===== config.mk =====
export PLATFORM = sky130hd
export DESIGN_NAME = multicycle_control_unit
export DESIGN_NICKNAME = d
export VERILOG_FILES = /design/src/rtl/multicycle_control_unit.sv
export SDC_FILE = /design/constraint.sdc
export NUM_CORES = 1
export LEC_CHECK = 0
export CORE_ASPECT_RATIO = 1.1
export CORE_MARGIN = 1.5
export CORE_UTILIZATION = 41
export DETAILED_ROUTE_END_ITERATION = 8
export PLACE_DENSITY = 0.8
export SLEW_MARGIN = 20
export SYNTH_ARGS = -nofsm -noshare
export SYNTH_HDL_FRONTEND = slang
export SYNTH_SLANG_ARGS = --single-unit

===== constraint.sdc =====
create_clock -name clk -period 1.9 [get_ports clk]
set_input_delay 0.285 -clock clk [delete_from_list [all_inputs] [get_ports clk]]
set_output_delay 0.285 -clock clk [all_outputs]
set_load 0.005 [all_outputs]

===== src/rtl/multicycle_control_unit.sv =====
// multicycle_control_unit: state machine that sequences a multi-cycle RV32I
// datapath through one shared ALU and one shared memory port.
//
// state    | meaning
// FETCH    | read instruction at PC, PC <= PC + 4 when memory is ready
// DECODE   | ALUOut <= OldPC + imm (branch/JAL/AUIPC target), dispatch on opcode
// MEMADR   | ALUOut <= rs1 + imm (load/store address)
// MEMREAD  | read data memory at ALUOut
// MEMWB    | rd <= loaded data
// MEMWRITE | write data memory at ALUOut
// EXECR    | ALUOut <= rs1 op rs2
// EXECI    | ALUOut <= rs1 op imm
// ALUWB    | rd <= ALUOut
// JAL      | PC <= target, ALUOut <= OldPC + 4
// BRANCH   | compare rs1/rs2, PC <= target when taken
// JALR     | PC <= rs1 + imm
// LINK     | ALUOut <= OldPC + 4
// LUI      | rd <= ImmExt
// TRAP     | illegal opcode seen, parked until reset
module multicycle_control_unit #(
  parameter bit MEM_WAIT = 1'b1,
  parameter bit EXT_OPS  = 1'b1
) (
  input  logic       clk,
  input  logic       reset,
  input  logic [6:0] op,
  input  logic [2:0] funct3,
  input  logic       funct7b5,
  input  logic       zero,
  input  logic       lt,
  input  logic       ltu,
  input  logic       mem_ready,
  output logic       mem_req,
  output logic       memwrite,
  output logic       irwrite,
  output logic       pcwrite,
  output logic       regwrite,
  output logic       adrsrc,
  output logic [1:0] alusrca,
  output logic [1:0] alusrcb,
  output logic [1:0] resultsrc,
  output logic [2:0] immsrc,
  output logic [3:0] alucontrol,
  output logic       illegal,
  output logic       retire,
  output logic [3:0] state
);

  typedef enum logic [3:0] {
    S_FETCH    = 4'd0,
    S_DECODE   = 4'd1,
    S_MEMADR   = 4'd2,
    S_MEMREAD  = 4'd3,
    S_MEMWB    = 4'd4,
    S_MEMWRITE = 4'd5,
    S_EXECR    = 4'd6,
    S_EXECI    = 4'd7,
    S_ALUWB    = 4'd8,
    S_JAL      = 4'd9,
    S_BRANCH   = 4'd10,
    S_JALR     = 4'd11,
    S_LINK     = 4'd12,
    S_LUI      = 4'd13,
    S_TRAP     = 4'd15
  } state_t;

  localparam logic [6:0] OP_LOAD   = 7'b0000011;
  localparam logic [6:0] OP_STORE  = 7'b0100011;
  localparam logic [6:0] OP_R      = 7'b0110011;
  localparam logic [6:0] OP_I      = 7'b0010011;
  localparam logic [6:0] OP_JAL    = 7'b1101111;
  localparam logic [6:0] OP_BRANCH = 7'b1100011;
  localparam logic [6:0] OP_JALR   = 7'b1100111;
  localparam logic [6:0] OP_LUI    = 7'b0110111;
  localparam logic [6:0] OP_AUIPC  = 7'b0010111;

  localparam logic [3:0] ALU_ADD  = 4'b0000;
  localparam logic [3:0] ALU_SUB  = 4'b0001;
  localparam logic [3:0] ALU_AND  = 4'b0010;
  localparam logic [3:0] ALU_OR   = 4'b0011;
  localparam logic [3:0] ALU_XOR  = 4'b0100;
  localparam logic [3:0] ALU_SLT  = 4'b0101;
  localparam logic [3:0] ALU_SLL  = 4'b0110;
  localparam logic [3:0] ALU_SRL  = 4'b0111;
  localparam logic [3:0] ALU_SRA  = 4'b1000;
  localparam logic [3:0] ALU_SLTU = 4'b1001;

  state_t cur_state, next_state;
  logic   ready, taken;
  logic   mem_req_raw, memwrite_raw, irwrite_raw, pcwrite_raw, regwrite_raw, retire_raw;

  // alt selects sub/sra; callers decide when funct7b5 is meaningful
  function automatic logic [3:0] alu_decode(input logic [2:0] f3, input logic alt);
    case (f3)
      3'b000:  alu_decode = alt ? ALU_SUB : ALU_ADD;
      3'b001:  alu_decode = ALU_SLL;
      3'b010:  alu_decode = ALU_SLT;
      3'b011:  alu_decode = ALU_SLTU;
      3'b100:  alu_decode = ALU_XOR;
      3'b101:  alu_decode = alt ? ALU_SRA : ALU_SRL;
      3'b110:  alu_decode = ALU_OR;
      default: alu_decode = ALU_AND;
    endcase
  endfunction

  assign ready = MEM_WAIT ? mem_ready : 1'b1;

  // branch condition from the ALU flags of rs1 - rs2
  always_comb begin
    case (funct3)
      3'b000:  taken = zero;
      3'b001:  taken = ~zero;
      3'b100:  taken = lt;
      3'b101:  taken = ~lt;
      3'b110:  taken = ltu;
      3'b111:  taken = ~ltu;
      default: taken = 1'b0;
    endcase
  end

  // immediate format follows the opcode regardless of state
  always_comb begin
    case (op)
      OP_STORE:          immsrc = 3'b001;
      OP_BRANCH:         immsrc = 3'b010;
      OP_JAL:            immsrc = 3'b011;
      OP_LUI, OP_AUIPC:  immsrc = 3'b100;
      default:           immsrc = 3'b000;
    endcase
  end

  // state register; reset wins over every transition, including TRAP
  always_ff @(posedge clk) begin
    if (reset) cur_state <= S_FETCH;
    else       cur_state <= next_state;
  end

  // next-state and per-state datapath controls
  always_comb begin
    next_state   = cur_state;
    mem_req_raw  = 1'b0;
    memwrite_raw = 1'b0;
    irwrite_raw  = 1'b0;
    pcwrite_raw  = 1'b0;
    regwrite_raw = 1'b0;
    retire_raw   = 1'b0;
    adrsrc       = 1'b0;
    alusrca      = 2'b00;
    alusrcb      = 2'b00;
    resultsrc    = 2'b00;
    alucontrol   = ALU_ADD;
    illegal      = 1'b0;
    case (cur_state)
      S_FETCH: begin
        mem_req_raw = 1'b1;
        alusrcb     = 2'b10;
        resultsrc   = 2'b10;
        irwrite_raw = ready;
        pcwrite_raw = ready;
        if (ready) next_state = S_DECODE;
      end
      S_DECODE: begin
        alusrca = 2'b01;
        alusrcb = 2'b01;
        case (op)
          OP_LOAD, OP_STORE: next_state = S_MEMADR;
          OP_R:              next_state = S_EXECR;
          OP_I:              next_state = S_EXECI;
          OP_JAL:            next_state = S_JAL;
          OP_BRANCH:         next_state = S_BRANCH;
          OP_JALR:           next_state = EXT_OPS ? S_JALR  : S_TRAP;
          OP_LUI:            next_state = EXT_OPS ? S_LUI   : S_TRAP;
          OP_AUIPC:          next_state = EXT_OPS ? S_ALUWB : S_TRAP;
          default:           next_state = S_TRAP;
        endcase
      end
      S_MEMADR: begin
        alusrca    = 2'b10;
        alusrcb    = 2'b01;
        next_state = (op == OP_STORE) ? S_MEMWRITE : S_MEMREAD;
      end
      S_MEMREAD: begin
        mem_req_raw = 1'b1;
        adrsrc      = 1'b1;
        if (ready) next_state = S_MEMWB;
      end
      S_MEMWB: begin
        resultsrc    = 2'b01;
        regwrite_raw = 1'b1;
        retire_raw   = 1'b1;
        next_state   = S_FETCH;
      end
      S_MEMWRITE: begin
        mem_req_raw  = 1'b1;
        adrsrc       = 1'b1;
        memwrite_raw = 1'b1;
        if (ready) begin
          retire_raw = 1'b1;
          next_state = S_FETCH;
        end
      end
      S_EXECR: begin
        alusrca    = 2'b10;
        alucontrol = alu_decode(funct3, funct7b5);
        next_state = S_ALUWB;
      end
      S_EXECI: begin
        alusrca    = 2'b10;
        alusrcb    = 2'b01;
        // instr[30] is part of the immediate except for srai
        alucontrol = alu_decode(funct3, funct7b5 & (funct3 == 3'b101));
        next_state = S_ALUWB;
      end
      S_ALUWB: begin
        regwrite_raw = 1'b1;
        retire_raw   = 1'b1;
        next_state   = S_FETCH;
      end
      S_JAL: begin
        pcwrite_raw = 1'b1;
        alusrca     = 2'b01;
        alusrcb     = 2'b10;
        next_state  = S_ALUWB;
      end
      S_BRANCH: begin
        alusrca     = 2'b10;
        alucontrol  = ALU_SUB;
        retire_raw  = 1'b1;
        pcwrite_raw = taken;
        next_state  = S_FETCH;
      end
      S_JALR: begin
        alusrca     = 2'b10;
        alusrcb     = 2'b01;
        resultsrc   = 2'b10;
        pcwrite_raw = 1'b1;
        next_state  = S_LINK;
      end
      S_LINK: begin
        alusrca    = 2'b01;
        alusrcb    = 2'b10;
        next_state = S_ALUWB;
      end
      S_LUI: begin
        resultsrc    = 2'b11;
        regwrite_raw = 1'b1;
        retire_raw   = 1'b1;
        next_state   = S_FETCH;
      end
      S_TRAP: begin
        illegal = 1'b1;
      end
      default: begin
        next_state = S_TRAP;
      end
    endcase
  end

  // no write or memory strobe may escape while reset is held
  assign mem_req  = mem_req_raw  & ~reset;
  assign memwrite = memwrite_raw & ~reset;
  assign irwrite  = irwrite_raw  & ~reset;
  assign pcwrite  = pcwrite_raw  & ~reset;
  assign regwrite = regwrite_raw & ~reset;
  assign retire   = retire_raw   & ~reset;
  assign state    = cur_state;

endmodule


==> results.sh, run 1 <==
export IMPL_worst_slew_pin_slew_ns=0.3971
export IMPL_status="complete, but fails checks"
export IMPL_gp_congestion=0.8921
export IMPL_required_ns=1.62
export IMPL_wl_um=4007
export IMPL_dr_pass1_iters=4
export IMPL_cts_root_buf="clkbuf_4"
export IMPL_h_tree_depth=1
export IMPL_antenna_found_initial=0
export IMPL_final_min_clock_period_ns=1.904
export IMPL_synth_async_reset_ratio_pct=0
export IMPL_synth_seq_cells=4
export IMPL_synth_nets=152
export IMPL_synth_edff_count=0
export IMPL_rsz0062_at_grt="false"
export IMPL_grt_max_degree=15
export IMPL_ioPinCount=42
export IMPL_fillers=114
export IMPL_area_delta_synth_final_pct=99.71
export IMPL_dp_hpwl_um=2605
export IMPL_clkLatencyLatePin_ns=0.24
export IMPL_cts_tree="yes"
export IMPL_worstPathArrival_ns=1.62
export IMPL_detail_route_antenna_nets=0
export IMPL_irDropWorstVdd_mv=1.046
export IMPL_finalMaxSlewViolations=0
export IMPL_dr_total_vias=1399
export IMPL_dr_first_iter_drc_count=37
export IMPL_antennaDiodeCount=0
export IMPL_stdcell_area_um2=1754
export IMPL_clkSinkCount=4
export IMPL_synth_main_ff_cell="dfxtp_1"
export IMPL_fin_skew_ns=0.004991
export IMPL_die_x_um=47.13
export IMPL_avgSynthCellArea_um2=6.506
export IMPL_busiest_layer="met2"
export IMPL_cp_end_kind="output port"
export IMPL_viasPerCell=5.596
export IMPL_met3_usage_pct=4.167
export IMPL_path_clk_slew_ns=0.04
export IMPL_setup_violations=1
export IMPL_power_leakage_nw=0.8678
export IMPL_gr_usage_met1_pct=36.44
export IMPL_syn_inst=135
export IMPL_p_per_area_nw_per_um2=1273
export IMPL_grt_pass1_wl_um=6237
export IMPL_gr_usage_met2_pct=67.12
export IMPL_dieHeight_um=51.55
export IMPL_hold_viol_final=0
export IMPL_die_area_um2=2429
export IMPL_drc=0
export IMPL_cap_viol_max_count=0
export IMPL_max_freq_mhz=525.1
export IMPL_worst_slack_ns=-0.004234
export IMPL_utilization_pct=86.81
export IMPL_path_class="flop to output port"
export IMPL_seq_area_frac_synth_pct=9.117
export IMPL_layout_drive_gt1_share_pct=38.74
export IMPL_gr_total_overflow=0
export IMPL_final_common_cell="buf_4"
export IMPL_largest_register_ffs=4
export IMPL_post_drt_wl_per_cell_um=16.03
export IMPL_synth_area_um2=878.3
export IMPL_critPathLaunchType="flop"
export IMPL_failed_checks="setup timing"
export IMPL_hp_class="input pin to flop"
export IMPL_layout_common_cells="buf_4, dlygate4sd2_1, nand2_1, clkdlybuf4s50_1"
export IMPL_layout_nets=241
export IMPL_synth_distinct_cells=47
export IMPL_cts_buffers=3
export IMPL_start_util_pct=43.47
export IMPL_fin_crit_sh_pct=100.2
export IMPL_placed_cell_area_um2=1587
export IMPL_grt_pass1_vias=1444
export IMPL_grtUsageTotal_pct=35.75
export IMPL_slew_limit_headroom_pct=73.32
export IMPL_clk_path_buf_depth=2
export IMPL_rows=17
export IMPL_coreArea_um2=2021
export IMPL_synth_warnings=0
export IMPL_cp_max_fo=8
export IMPL_port_buffers=41
-- worst max-delay path, stage by stage, from the launching register on --
cell           delay, ns
dfxtp_4             0.42
buf_4               0.17
xor2_2              0.22
nand2_1             0.15
a21oi_2             0.15
dlygate4sd2_1       0.25
-- routing by layer --
| layer | share of wire, % | routed length [um] | vias up |
|---|---|---|---|
| met5 | 0 | 0 | - |
| met4 | 4.4 | 176 | 0 |
| met3 | 5.6 | 223 | 21 |
| met2 | 55 | 2197 | 74 |
| met1 | 35 | 1410 | 638 |
| li1 | - | - | 666 |
-- cells by family after synthesis --
family	Yosys count	synth area share, %
and+or+nand+nor	68	40.46
adders and majority gates	1	1.140
buffers and inverters	17	12.68
DFF	4	9.117
xor gates and xnor gates	7	6.980
AOI/OAI and AO/OA	37	28.49
muxes	1	1.140
-- timing repair --
action	CTS	global route
hold buffers	0	0
endpoints found under the setup margin	21	9
gates cloned	0	0
pin swaps	6	3
resized for setup	49	13
setup buffers	10	0
-- worst paths after layout --
kind	start	endpoint	slack, ns	cells after the start
setup / recovery	state[0]	alusrcb[1]	-0.004	5
hold reg to reg	state[1]	state[0]	0.71	3
hold / removal	op[5]	state[0]	0.65	4
setup reg to reg	state[2]	state[3]	0.13	11
-- cells in the mapped netlist (2+ instances only) --
cell	count	area, um2
a21oi_1	9	45.04
a2bb2oi_1	2	17.52
a311oi_1	2	17.52
a31oi_1	4	25.02
buf_6	2	22.52
clkbuf_1	7	26.28
clkbuf_8	3	41.29
dfxtp_1	4	80.08
inv_1	3	11.26
nand2_1	18	67.56
nand2b_1	2	12.51
nand3_1	7	35.03
nor2_1	11	41.29
nor2b_1	4	25.02
nor3_1	12	60.06
o21a_1	2	15.01
o21ai_0	5	25.02
o22ai_1	2	12.51
o31ai_1	2	15.01
or2_2	2	12.51
xnor2_1	2	17.52
xor2_1	5	43.79
-- where the power goes --
part	switching, mW	internal, mW	total [mW]
logic	0.857	1.04	1.89
registers	0.0880	0.141	0.229
clock network	0.0399	0.0710	0.111
-- per-stage QoR --
stage | total power [mW] | std cells | setup TNS (ns) | hold WS [ns] | setup slack, ns
after floorplan | 0.9406 | 135 | 0 | 0.4802 | 0.2650
after global placement | 1.735 | 237 | -2.274 | 0.7393 | -0.3176
after detailed placement | 1.781 | 237 | -2.760 | 0.7427 | -0.4439
after CTS | 2.095 | 250 | 0 | 0.6602 | 0.02522
after global routing | 2.347 | 250 | 0 | 0.6926 | 0.0002565
final | 2.233 | 250 | -0.004234 | 0.6464 | -0.004234
-- cell type report --
cell class	instances	area, um2	area share (%)
Clock buffer	3	22.52	1.284
Inverter	4	18.77	1.070
Multi-Input combinational cell	114	772.0	44.01
Sequential cell	4	90.09	5.136
Tap cell	28	35.03	1.997
Timing Repair Buffer	97	815.8	46.51
(Power assumes the default switching activity.)
==> run 2: changes to the inputs <==
--- a/config.mk
+++ b/config.mk
@@ -10,6 +10,7 @@
 export CORE_UTILIZATION = 41
 export DETAILED_ROUTE_END_ITERATION = 8
 export PLACE_DENSITY = 0.8
+export SETUP_SLACK_MARGIN = 0.02
 export SLEW_MARGIN = 20
 export SYNTH_ARGS = -nofsm -noshare
 export SYNTH_HDL_FRONTEND = slang
==> run 2 against run 1 <==
Against the previous run:
- the run still ends with setup timing left
- count of clock-buffer cells in the layout unchanged
- maximum frequency decreased by 1.3%
- design area about the same
- sequential share of layout area about the same
- flip-flop and latch count unchanged
- final cell count unchanged
- via count increased by 0.79%
- global-route usage unchanged
- die area unchanged
- first-iteration DRC count increased by 62%
- critical path type unchanged
- critical endpoint unchanged
==> results.sh, run 2 (synthesis gave the netlist of run 1 again) <==
export IMPL_detail_route_antenna_nets=0
export IMPL_rr_worst_depth=11
export IMPL_die_x_um=47.13
export IMPL_post_drt_wl_per_cell_um=16.19
export IMPL_stdcell_area_um2=1755
export IMPL_cp_max_fo=8
export IMPL_finalMaxSlewViolations=0
export IMPL_dp_hpwl_um=2605
export IMPL_path_clk_slew_ns=0.04
export IMPL_fillers=113
export IMPL_dr_total_vias=1410
export IMPL_grt_pass1_wl_um=6237
export IMPL_worst_slew_pin_slew_ns=0.3971
export IMPL_dr_pass1_iters=4
export IMPL_rows=17
export IMPL_port_buffers=41
export IMPL_reg2reg_to="state[3]"
export IMPL_cts_tree="yes"
export IMPL_failed_checks="setup timing"
export IMPL_hp_class="input pin to flop"
export IMPL_hold_viol_final=0
export IMPL_power_leakage_nw=0.8762
export IMPL_largest_register_ffs=4
export IMPL_gr_total_overflow=0
export IMPL_setup_violations=1
export IMPL_p_per_area_nw_per_um2=1277
export IMPL_antennaDiodeCount=0
export IMPL_min_from="op[5]"
export IMPL_clk_path_buf_depth=2
export IMPL_grt_max_degree=15
export IMPL_viasPerCell=5.640
export IMPL_fin_crit_sh_pct=101.5
export IMPL_slew_limit_headroom_pct=73.32
export IMPL_worstPathArrival_ns=1.64
export IMPL_final_seq_area_um2=90.09
export IMPL_cts_buffers=3
export IMPL_dr_first_iter_drc_count=60
export IMPL_layout_nets=241
export IMPL_grt_pass1_vias=1444
export IMPL_clkLatencyLatePin_ns=0.24
export IMPL_coreArea_um2=2021
export IMPL_required_ns=1.62
export IMPL_die_area_um2=2429
export IMPL_clkSinkCount=4
export IMPL_antenna_found_initial=0
export IMPL_dieHeight_um=51.55
export IMPL_worst_slack_ns=-0.02896
export IMPL_cp_end_kind="output port"
export IMPL_pre_cts_slack_ns=-0.4439
export IMPL_irDropWorstVdd_mv=1.007
export IMPL_status="complete, but fails checks"
export IMPL_layout_common_cells="buf_4, dlygate4sd2_1, nand2_1, clkdlybuf4s50_1"
export IMPL_r2r_slack_ns=0.12
export IMPL_holdPathStages=4
export IMPL_h_tree_depth=1
export IMPL_grtUsageTotal_pct=35.75
export IMPL_path_class="flop to output port"
export IMPL_holdBufCountCts=0
export IMPL_cts_root_buf="clkbuf_4"
export IMPL_multi_input_area_um2=772.0
export IMPL_rsz0062_at_grt="true"
export IMPL_placed_cell_area_um2=1587
export IMPL_wl_um=4048
export IMPL_whs_endpoint="state[0]"
export IMPL_layout_drive_gt1_share_pct=39.19
export IMPL_ioPinCount=42
export IMPL_gp_congestion=0.8921
export IMPL_start_util_pct=43.47
export IMPL_drc=0
export IMPL_fin_skew_ns=0.004087
export IMPL_max_freq_mhz=518.4
export IMPL_area_delta_synth_final_pct=99.86
export IMPL_rr_startpoint="state[2]"
export IMPL_final_common_cell="buf_4"
export IMPL_cap_viol_max_count=0
export IMPL_final_min_clock_period_ns=1.929
export IMPL_critPathLaunchType="flop"
-- run 2: cell types whose count changed in the layout (fill, tap and decap cells not counted) --
cell,before,now
dlygate4sd2_1,23,20
dlymetal6s2s_1,3,4
clkdlybuf4s50_1,12,11
clkbuf_2,2,3
clkdlybuf4s15_1,1,3
-- run 2: how the worst max path moves through the flow --
| stage | from | to | slack, ns |
|---|---|---|---|
| after floorplan | state[2] | alucontrol[2] | 0.27 |
| after global placement | funct3[2] | pcwrite | -0.32 |
| after detailed placement | funct3[2] | pcwrite | -0.44 |
| after CTS | op[3] | immsrc[2] | 0.03 |
| after global routing | state[0] | alusrcb[1] | -0.06 |
| final | state[0] | alusrcb[1] | -0.03 |
-- run 2: per-stage QoR --
| stage | TNS, ns | power [mW] | hold WS (ns) | utilization (%) | cells |
|---|---|---|---|---|---|
| 6_report | -0.02896 | 2.241 | 0.6466 | 86.87 | 250 |
| 5_1_grt | -0.06160 | 2.366 | 0.6926 | 86.87 | 250 |
| 4_1_cts | 0 | 2.095 | 0.6602 | 85.63 | 250 |
| 3_5_place_dp | -2.760 | 1.781 | 0.7427 | 78.51 | 237 |
| 3_3_place_gp | -2.274 | 1.735 | 0.7393 | 78.51 | 237 |
| 2_1_floorplan | 0 | 0.9406 | 0.4802 | - | 135 |
-- run 2: where the power goes --
group / leakage [nW] / switching (mW) / internal [mW]
sequential: 0.0350 / 0.0891 / 0.141
combinational: 0.827 / 0.863 / 1.04
clock: 0.0138 / 0.0401 / 0.0710
-- run 2: area by class of cell --
class | instances | area share, %
Clock buffer | 3 | 1.283
Multi-Input combinational cell | 114 | 43.98
Tap cell | 28 | 1.996
Inverter | 4 | 1.069
Timing Repair Buffer | 97 | 46.54
Sequential cell | 4 | 5.132
-- run 2: what timing repair did --
item,4_1_cts,5_1_grt
setup buffers,10,0
endpoints found under the setup margin,21,10
resized for setup,49,18
pin swaps,6,4
-- run 2: critical path: stages, from the launching register on --
cell and delay [ns]:
dfxtp_4 0.42, buf_4 0.17, xor2_2 0.23, nand2_1 0.16, a21oi_2 0.16, dlygate4sd2_1 0.25
-- run 2: routing by layer --
metal  track usage, %  vias to the layer above  wire (um)
met5                0                        -          0
met4            18.52                        0        176
met3            4.167                       23        235
met2            67.12                       80       2186
met1            36.44                      643       1449
li1                 -                      664          -
